==> src/rtl/vedic_pkg.sv <==
// rtl/vedic_pkg.sv - shared constants and helpers for the pipelined Vedic multiplier
package vedic_pkg;

  localparam int MAX_WIDTH = 32;

  function automatic int vedic_lat(input int out_reg);
    return 2 + out_reg;
  endfunction

  function automatic bit vedic_width_ok(input int w);
    return (w >= 2) && (w <= MAX_WIDTH) && ((w & (w - 1)) == 0);
  endfunction

endpackage

==> src/rtl/vedic_core.sv <==
// rtl/vedic_core.sv - combinational NxN Urdhva-Tiryagbhyam multiplier, recursive on half-width cores
module vedic_core #(
  parameter int WIDTH = 2
) (
  input  logic [WIDTH-1:0]   a,
  input  logic [WIDTH-1:0]   b,
  output logic [2*WIDTH-1:0] p
);

  if (WIDTH == 1) begin : g_bit
    // Half-width leaf used when the pipelined top itself is only 2 bits wide.
    assign p = {1'b0, a[0] & b[0]};
  end else if (WIDTH == 2) begin : g_base
    logic c1;
    assign c1   = (a[1] & b[0]) & (a[0] & b[1]);
    assign p[0] = a[0] & b[0];
    assign p[1] = (a[1] & b[0]) ^ (a[0] & b[1]);
    assign p[2] = (a[1] & b[1]) ^ c1;
    assign p[3] = (a[1] & b[1]) & c1;
  end else begin : g_split
    localparam int H = WIDTH / 2;
    logic [WIDTH-1:0] pp_ll, pp_lh, pp_hl, pp_hh;
    logic [WIDTH:0]   mid;

    vedic_core #(.WIDTH(H)) u_ll (.a(a[H-1:0]),     .b(b[H-1:0]),     .p(pp_ll));
    vedic_core #(.WIDTH(H)) u_lh (.a(a[H-1:0]),     .b(b[WIDTH-1:H]), .p(pp_lh));
    vedic_core #(.WIDTH(H)) u_hl (.a(a[WIDTH-1:H]), .b(b[H-1:0]),     .p(pp_hl));
    vedic_core #(.WIDTH(H)) u_hh (.a(a[WIDTH-1:H]), .b(b[WIDTH-1:H]), .p(pp_hh));

    assign mid = {1'b0, pp_lh} + {1'b0, pp_hl};
    assign p   = {pp_hh, pp_ll} + ({{(WIDTH-1){1'b0}}, mid} << H);
  end

endmodule

==> src/rtl/vedic_mult_pipe.sv <==
// rtl/vedic_mult_pipe.sv - pipelined valid/ready Vedic multiplier; VEDIC_SIGNED_EN adds op_signed
module vedic_mult_pipe
  import vedic_pkg::*;
#(
  parameter int WIDTH   = 8,
  parameter int OUT_REG = 1
) (
  input  logic               clk,
  input  logic               rst_n,
  input  logic               in_valid,
  output logic               in_ready,
  input  logic [WIDTH-1:0]   a,
  input  logic [WIDTH-1:0]   b,
`ifdef VEDIC_SIGNED_EN
  input  logic               op_signed,
`endif
  output logic               out_valid,
  input  logic               out_ready,
  output logic [2*WIDTH-1:0] p,
  output logic [1:0]         occupancy
);

  localparam int H = WIDTH / 2;

  if (!vedic_width_ok(WIDTH) || (OUT_REG != 0 && OUT_REG != 1) || vedic_lat(OUT_REG) > 3) begin : g_bad_cfg
    $error("vedic_mult_pipe: unsupported WIDTH or OUT_REG");
  end

  logic adv;
  assign adv      = ~out_valid | out_ready;
  assign in_ready = adv;

  logic             s1_valid;
  logic [WIDTH-1:0] s1_a, s1_b;
  logic [WIDTH-1:0] mag_a, mag_b;

  always_ff @(posedge clk or negedge rst_n) begin
    if (!rst_n) begin
      s1_valid <= 1'b0;
      s1_a     <= '0;
      s1_b     <= '0;
    end else if (adv) begin
      s1_valid <= in_valid;
      s1_a     <= a;
      s1_b     <= b;
    end
  end

`ifdef VEDIC_SIGNED_EN
  // Signed ops multiply magnitudes; the sign travels alongside and is applied at the end.
  logic s1_sgn, s1_neg, s2_neg;

  always_ff @(posedge clk or negedge rst_n) begin
    if (!rst_n) begin
      s1_sgn <= 1'b0;
      s2_neg <= 1'b0;
    end else if (adv) begin
      s1_sgn <= op_signed;
      s2_neg <= s1_neg;
    end
  end

  always_comb begin
    mag_a  = (s1_sgn & s1_a[WIDTH-1]) ? -s1_a : s1_a;
    mag_b  = (s1_sgn & s1_b[WIDTH-1]) ? -s1_b : s1_b;
    s1_neg = s1_sgn & (s1_a[WIDTH-1] ^ s1_b[WIDTH-1]);
  end
`else
  assign mag_a = s1_a;
  assign mag_b = s1_b;
`endif

  logic [WIDTH-1:0] c_ll, c_lh, c_hl, c_hh;

  vedic_core #(.WIDTH(H)) u_ll (.a(mag_a[H-1:0]),     .b(mag_b[H-1:0]),     .p(c_ll));
  vedic_core #(.WIDTH(H)) u_lh (.a(mag_a[H-1:0]),     .b(mag_b[WIDTH-1:H]), .p(c_lh));
  vedic_core #(.WIDTH(H)) u_hl (.a(mag_a[WIDTH-1:H]), .b(mag_b[H-1:0]),     .p(c_hl));
  vedic_core #(.WIDTH(H)) u_hh (.a(mag_a[WIDTH-1:H]), .b(mag_b[WIDTH-1:H]), .p(c_hh));

  logic             s2_valid;
  logic [WIDTH-1:0] pp_ll, pp_lh, pp_hl, pp_hh;

  always_ff @(posedge clk or negedge rst_n) begin
    if (!rst_n) begin
      s2_valid <= 1'b0;
      pp_ll    <= '0;
      pp_lh    <= '0;
      pp_hl    <= '0;
      pp_hh    <= '0;
    end else if (adv) begin
      s2_valid <= s1_valid;
      pp_ll    <= c_ll;
      pp_lh    <= c_lh;
      pp_hl    <= c_hl;
      pp_hh    <= c_hh;
    end
  end

  logic [WIDTH:0]     mid;
  logic [2*WIDTH-1:0] sum, prod;

  assign mid = {1'b0, pp_lh} + {1'b0, pp_hl};
  assign sum = {pp_hh, pp_ll} + ({{(WIDTH-1){1'b0}}, mid} << H);

`ifdef VEDIC_SIGNED_EN
  assign prod = s2_neg ? -sum : sum;
`else
  assign prod = sum;
`endif

  if (OUT_REG == 1) begin : g_out_reg
    logic               s3_valid;
    logic [2*WIDTH-1:0] s3_p;

    always_ff @(posedge clk or negedge rst_n) begin
      if (!rst_n) begin
        s3_valid <= 1'b0;
        s3_p     <= '0;
      end else if (adv) begin
        s3_valid <= s2_valid;
        s3_p     <= prod;
      end
    end

    assign out_valid = s3_valid;
    assign p         = s3_p;
    assign occupancy = 2'(s1_valid) + 2'(s2_valid) + 2'(s3_valid);
  end else begin : g_out_comb
    assign out_valid = s2_valid;
    assign p         = prod;
    assign occupancy = 2'(s1_valid) + 2'(s2_valid);
  end

endmodule

==> config.mk <==
export PLATFORM = sky130hd
export DESIGN_NAME = vedic_mult_pipe
export DESIGN_NICKNAME = d
export VERILOG_FILES = /design/src/rtl/vedic_pkg.sv /design/src/rtl/vedic_core.sv /design/src/rtl/vedic_mult_pipe.sv
export SDC_FILE = /design/constraint.sdc
export NUM_CORES = 1
export LEC_CHECK = 0
export BUFFER_PORTS_ARGS = -buffer_cell sky130_fd_sc_hd__buf_4
export CAP_MARGIN = 10
export CORE_MARGIN = 4
export CORE_UTILIZATION = 40
export CTS_BUF_LIST = sky130_fd_sc_hd__clkbuf_2
export DETAILED_ROUTE_END_ITERATION = 7
export MAX_ROUTING_LAYER = met4
export PLACE_DENSITY = 0.57
export SYNTH_ARGS = -nofsm -noshare
export SYNTH_HDL_FRONTEND = slang
export SYNTH_SLANG_ARGS = --single-unit
==> constraint.sdc <==
create_clock -name clk -period 3.5 [get_ports clk]
set_clock_uncertainty 0.1 [all_clocks]
set_input_delay 0.525 -clock clk [delete_from_list [all_inputs] [get_ports clk]]
set_output_delay 0.525 -clock clk [all_outputs]
set_load 0.02 [all_outputs]
==> impl_metrics.yaml <==
run_status:
  outcome: "completed"
clock_network:
  numCtsBuffers: 9
  cts_setup_buffers: 0
  clk_path_buf_depth: 2
  path_clk_slew_ns: 0.18
  htree_levels: 3
  clkSinkCount: 67
  clock_latency_ns: 0.54
  root_buffer: "clkbuf_2"
  cts_tree: "yes"
detailed_routing:
  vias_per_cell: 4.87
  wl_per_cell_um: 13.4
  drc: 0
  wirelength_mm: 10.6
  antenna_left: 0
  via_count: 3870
  firstDrtPassIters: 4
  drtIter0Drc: 167
worst_setup_path:
  cp.arrival_ns: 3.53
  rrSetupSlack_ns: 0.33
  path_class: "reg -> reg"
  cp_max_fo: 4
  cp.required_ns: 3.85
  startpoint_type: "flop"
  r2r-end: "p[15]"
  r2r-start: "pp_lh[0]"
  endpoint_kind: "flop"
  r2r_cells: 14
worst_hold_path:
  hold_depth: 3
  min_from: "b[1]"
  hold_path.class: "in -> reg"
  hold_end: "mag_b[1]"
power:
  switching_share_pct: 46.8
  clkPwrFrac_pct: 9.1
  seq_power_share_pct: 27.4
  p_switching_uw: 2300
  leakagePower_uw: 0.00315
  combPwrFrac_pct: 63.4
  ir_worst_vdd_mv: 0.426
  power_density_nw_per_um2: 858
  internal_power_uw: 2620
yosys:
  synthTopCellsByArea: "dfrtp_1, ha_1, nand2_1, and2_1, fa_1"
  synthCells: 577
  synth_cell_types: 36
  synth_area_per_cell_um2: 8.88
  syn_area_um2: 5120
  netlist.top_cell.by_area: "dfrtp_1"
  synth_top_area_share_pct: 32.7
  synth-warning-count: 0
  ys_ff_latch: 67
  synth-seq-area-share_pct: 32.7
  syn-num-nets: 695
global_routing:
  antenna_found_initial: 0
  grt_usage_pct: 16.6
  grt_start_max_net_pins: 74
  grt_pass1_wl_mm: 19.1
  grt_pass1_vias: 4027
  grt_overflow: 0
sta:
  slew_headroom_pct: 30.8
  finalMaxSlewViolations: 0
  min_period_ns: 3.17
  setup_viol: 0
  tns_ns: 0
  finalCritPeriodShare_pct: 90.7
  hold_slack_ns: 0.0617
  hold_viol_final: 0
  rsz0062_at_grt: "no"
  worstMarginPinSlew_ns: 1.04
  max_freq_mhz: 315
finish:
  drive_gt1_share_pct: 10.4
  antenna_cells: 0
  area_delta_synth_final_pct: 11.9
  post-route-util_pct: 45.6
  layout.nets: 736
floorplanning:
  die_width_um: 121
  ios: 40
  fp.dieArea_um2: 14700
  start_util_pct: 40.8
  core_area_um2: 12600
  core.rowCount: 41
  fp.dieH_um: 121
run:
  cap_violations: 0
placed_design:
  dpl.hpwl_mm: 7.97
  port-buffer-count: 39
  globalplace.congestion: 0.805
[flip-flops by register name, summed over array words and instances (netlist names)]
name	flops
mag_b	8
s1_valid	1
out_valid	1
pp_hl	8
s2_valid	1
pp_ll	8
pp_hh	8
pp_lh	8
p	16
mag_a	8
[power by group through the flow]
stage               clock [µW]  combinational, µW  sequential [µW]
finish                     450               3120             1350
global route               509               3610             1410
CTS                        476               3160             1360
detailed placement           0               3130             1380
global placement             0               3100             1360
floorplan                    0               2320             1400
[what timing repair did]
item                                    in CTS  in global routing
endpoints found under the setup margin       0                  1
endpoints found under the hold margin       67                  0
gates resized for setup                      0                  1
hold buffers                                 1                  0
[layout by cell type, fill, tap and decap left out, drive strengths merged, types with 6 or more instances in the layout]
master,instances
xor2,20
nor3,6
clkinv,6
a21o,16
inv,16
xnor2,18
nand2,148
a21oi,42
dfrtp,67
o21ai,28
fa,11
nor2,15
ha,87
clkbuf,9
and2,60
buf,43
[worst max-delay path: stages, from the launching register on]
cell,delay (ns)
dfrtp_1,0.39
ha_1,0.17
inv_1,0.06
fa_1,0.39
nor2b_1,0.12
o21ai_0,0.10
a21oi_1,0.22
a211oi_1,0.08
xnor2_1,0.15
ha_1,0.30
nand2_1,0.09
a211oi_2,0.24
o21bai_2,0.14
and4_4,0.19
or3_1,0.34
[layout make-up]
| cell class | instances | area [µm²] |
|---|---|---|
| Multi-Input combinational cell | 480 | 3350 |
| Timing Repair Buffer | 44 | 333 |
| Clock buffer | 9 | 45.0 |
| Tap cell | 172 | 215 |
| Clock inverter | 7 | 58.8 |
| Inverter | 16 | 60.1 |
| Fill cell | 1281 | 6830 |
| Sequential cell | 67 | 1680 |
[worst max-delay path by stage]
stage | from | end | slack (ns) | depth (start not counted)
global route | pp_lh[0] | p[15] | 0.02 | 14
CTS | pp_lh[0] | p[15] | 0.30 | 14
global placement | pp_lh[0] | p[15] | 0.37 | 14
floorplan | pp_lh[0] | p[15] | 0.59 | 14
detailed placement | pp_lh[0] | p[15] | 0.32 | 14
finish | pp_lh[0] | p[15] | 0.33 | 14
[stage by stage]
| stage | total power [µW] | worst slack [ns] | area [µm²] | instances |
|---|---|---|---|---|
| 2_1_floorplan | 3720 | 0.592 | 5120 | 577 |
| 3_3_place_gp | 4460 | 0.373 | 5620 | 778 |
| 3_5_place_dp | 4510 | 0.325 | 5620 | 778 |
| 4_1_cts | 5000 | 0.297 | 5730 | 795 |
| 5_1_grt | 5520 | 0.0204 | 5740 | 795 |
| 6_report | 4920 | 0.325 | 5740 | 795 |
[cell families after synthesis]
| kind of cell | synth area share (%) |
|---|---|
| AOI/OAI and AO/OA | 11.1 |
| buffers and inverters | 2.20 |
| adders and majority gates | 25.5 |
| xor gates and xnor gates | 6.49 |
| and+or+nand+nor | 22.0 |
| DFF | 32.7 |
[synthesized netlist by cell type (all sizes together)]
library cell,number
a211oi,3
a21o,16
a21oi,42
a31oi,3
and2,60
and3,2
and4,1
clkbuf,14
dfrtp,67
fa,11
ha,87
inv,16
nand2,148
nand2b,1
nand3,5
nand4,2
nor2,15
nor2b,2
nor3,6
nor4,1
o211ai,1
o21ai,28
o21bai,2
o22ai,1
o31ai,2
or2,1
or3,2
xnor2,18
xor2,20
[layer usage]
layer / vias to the layer above / share of wire, % / GRT usage (%)
met1: 1792 / 48 / 21.0
li1: 2020 / - / -
met3: 14 / 3.0 / 4.15
met4: 0 / 1.5 / 3.92
met5: - / 0 / -
met2: 44 / 47 / 26.9
Note: power is estimated with default switching activity, not from simulation.
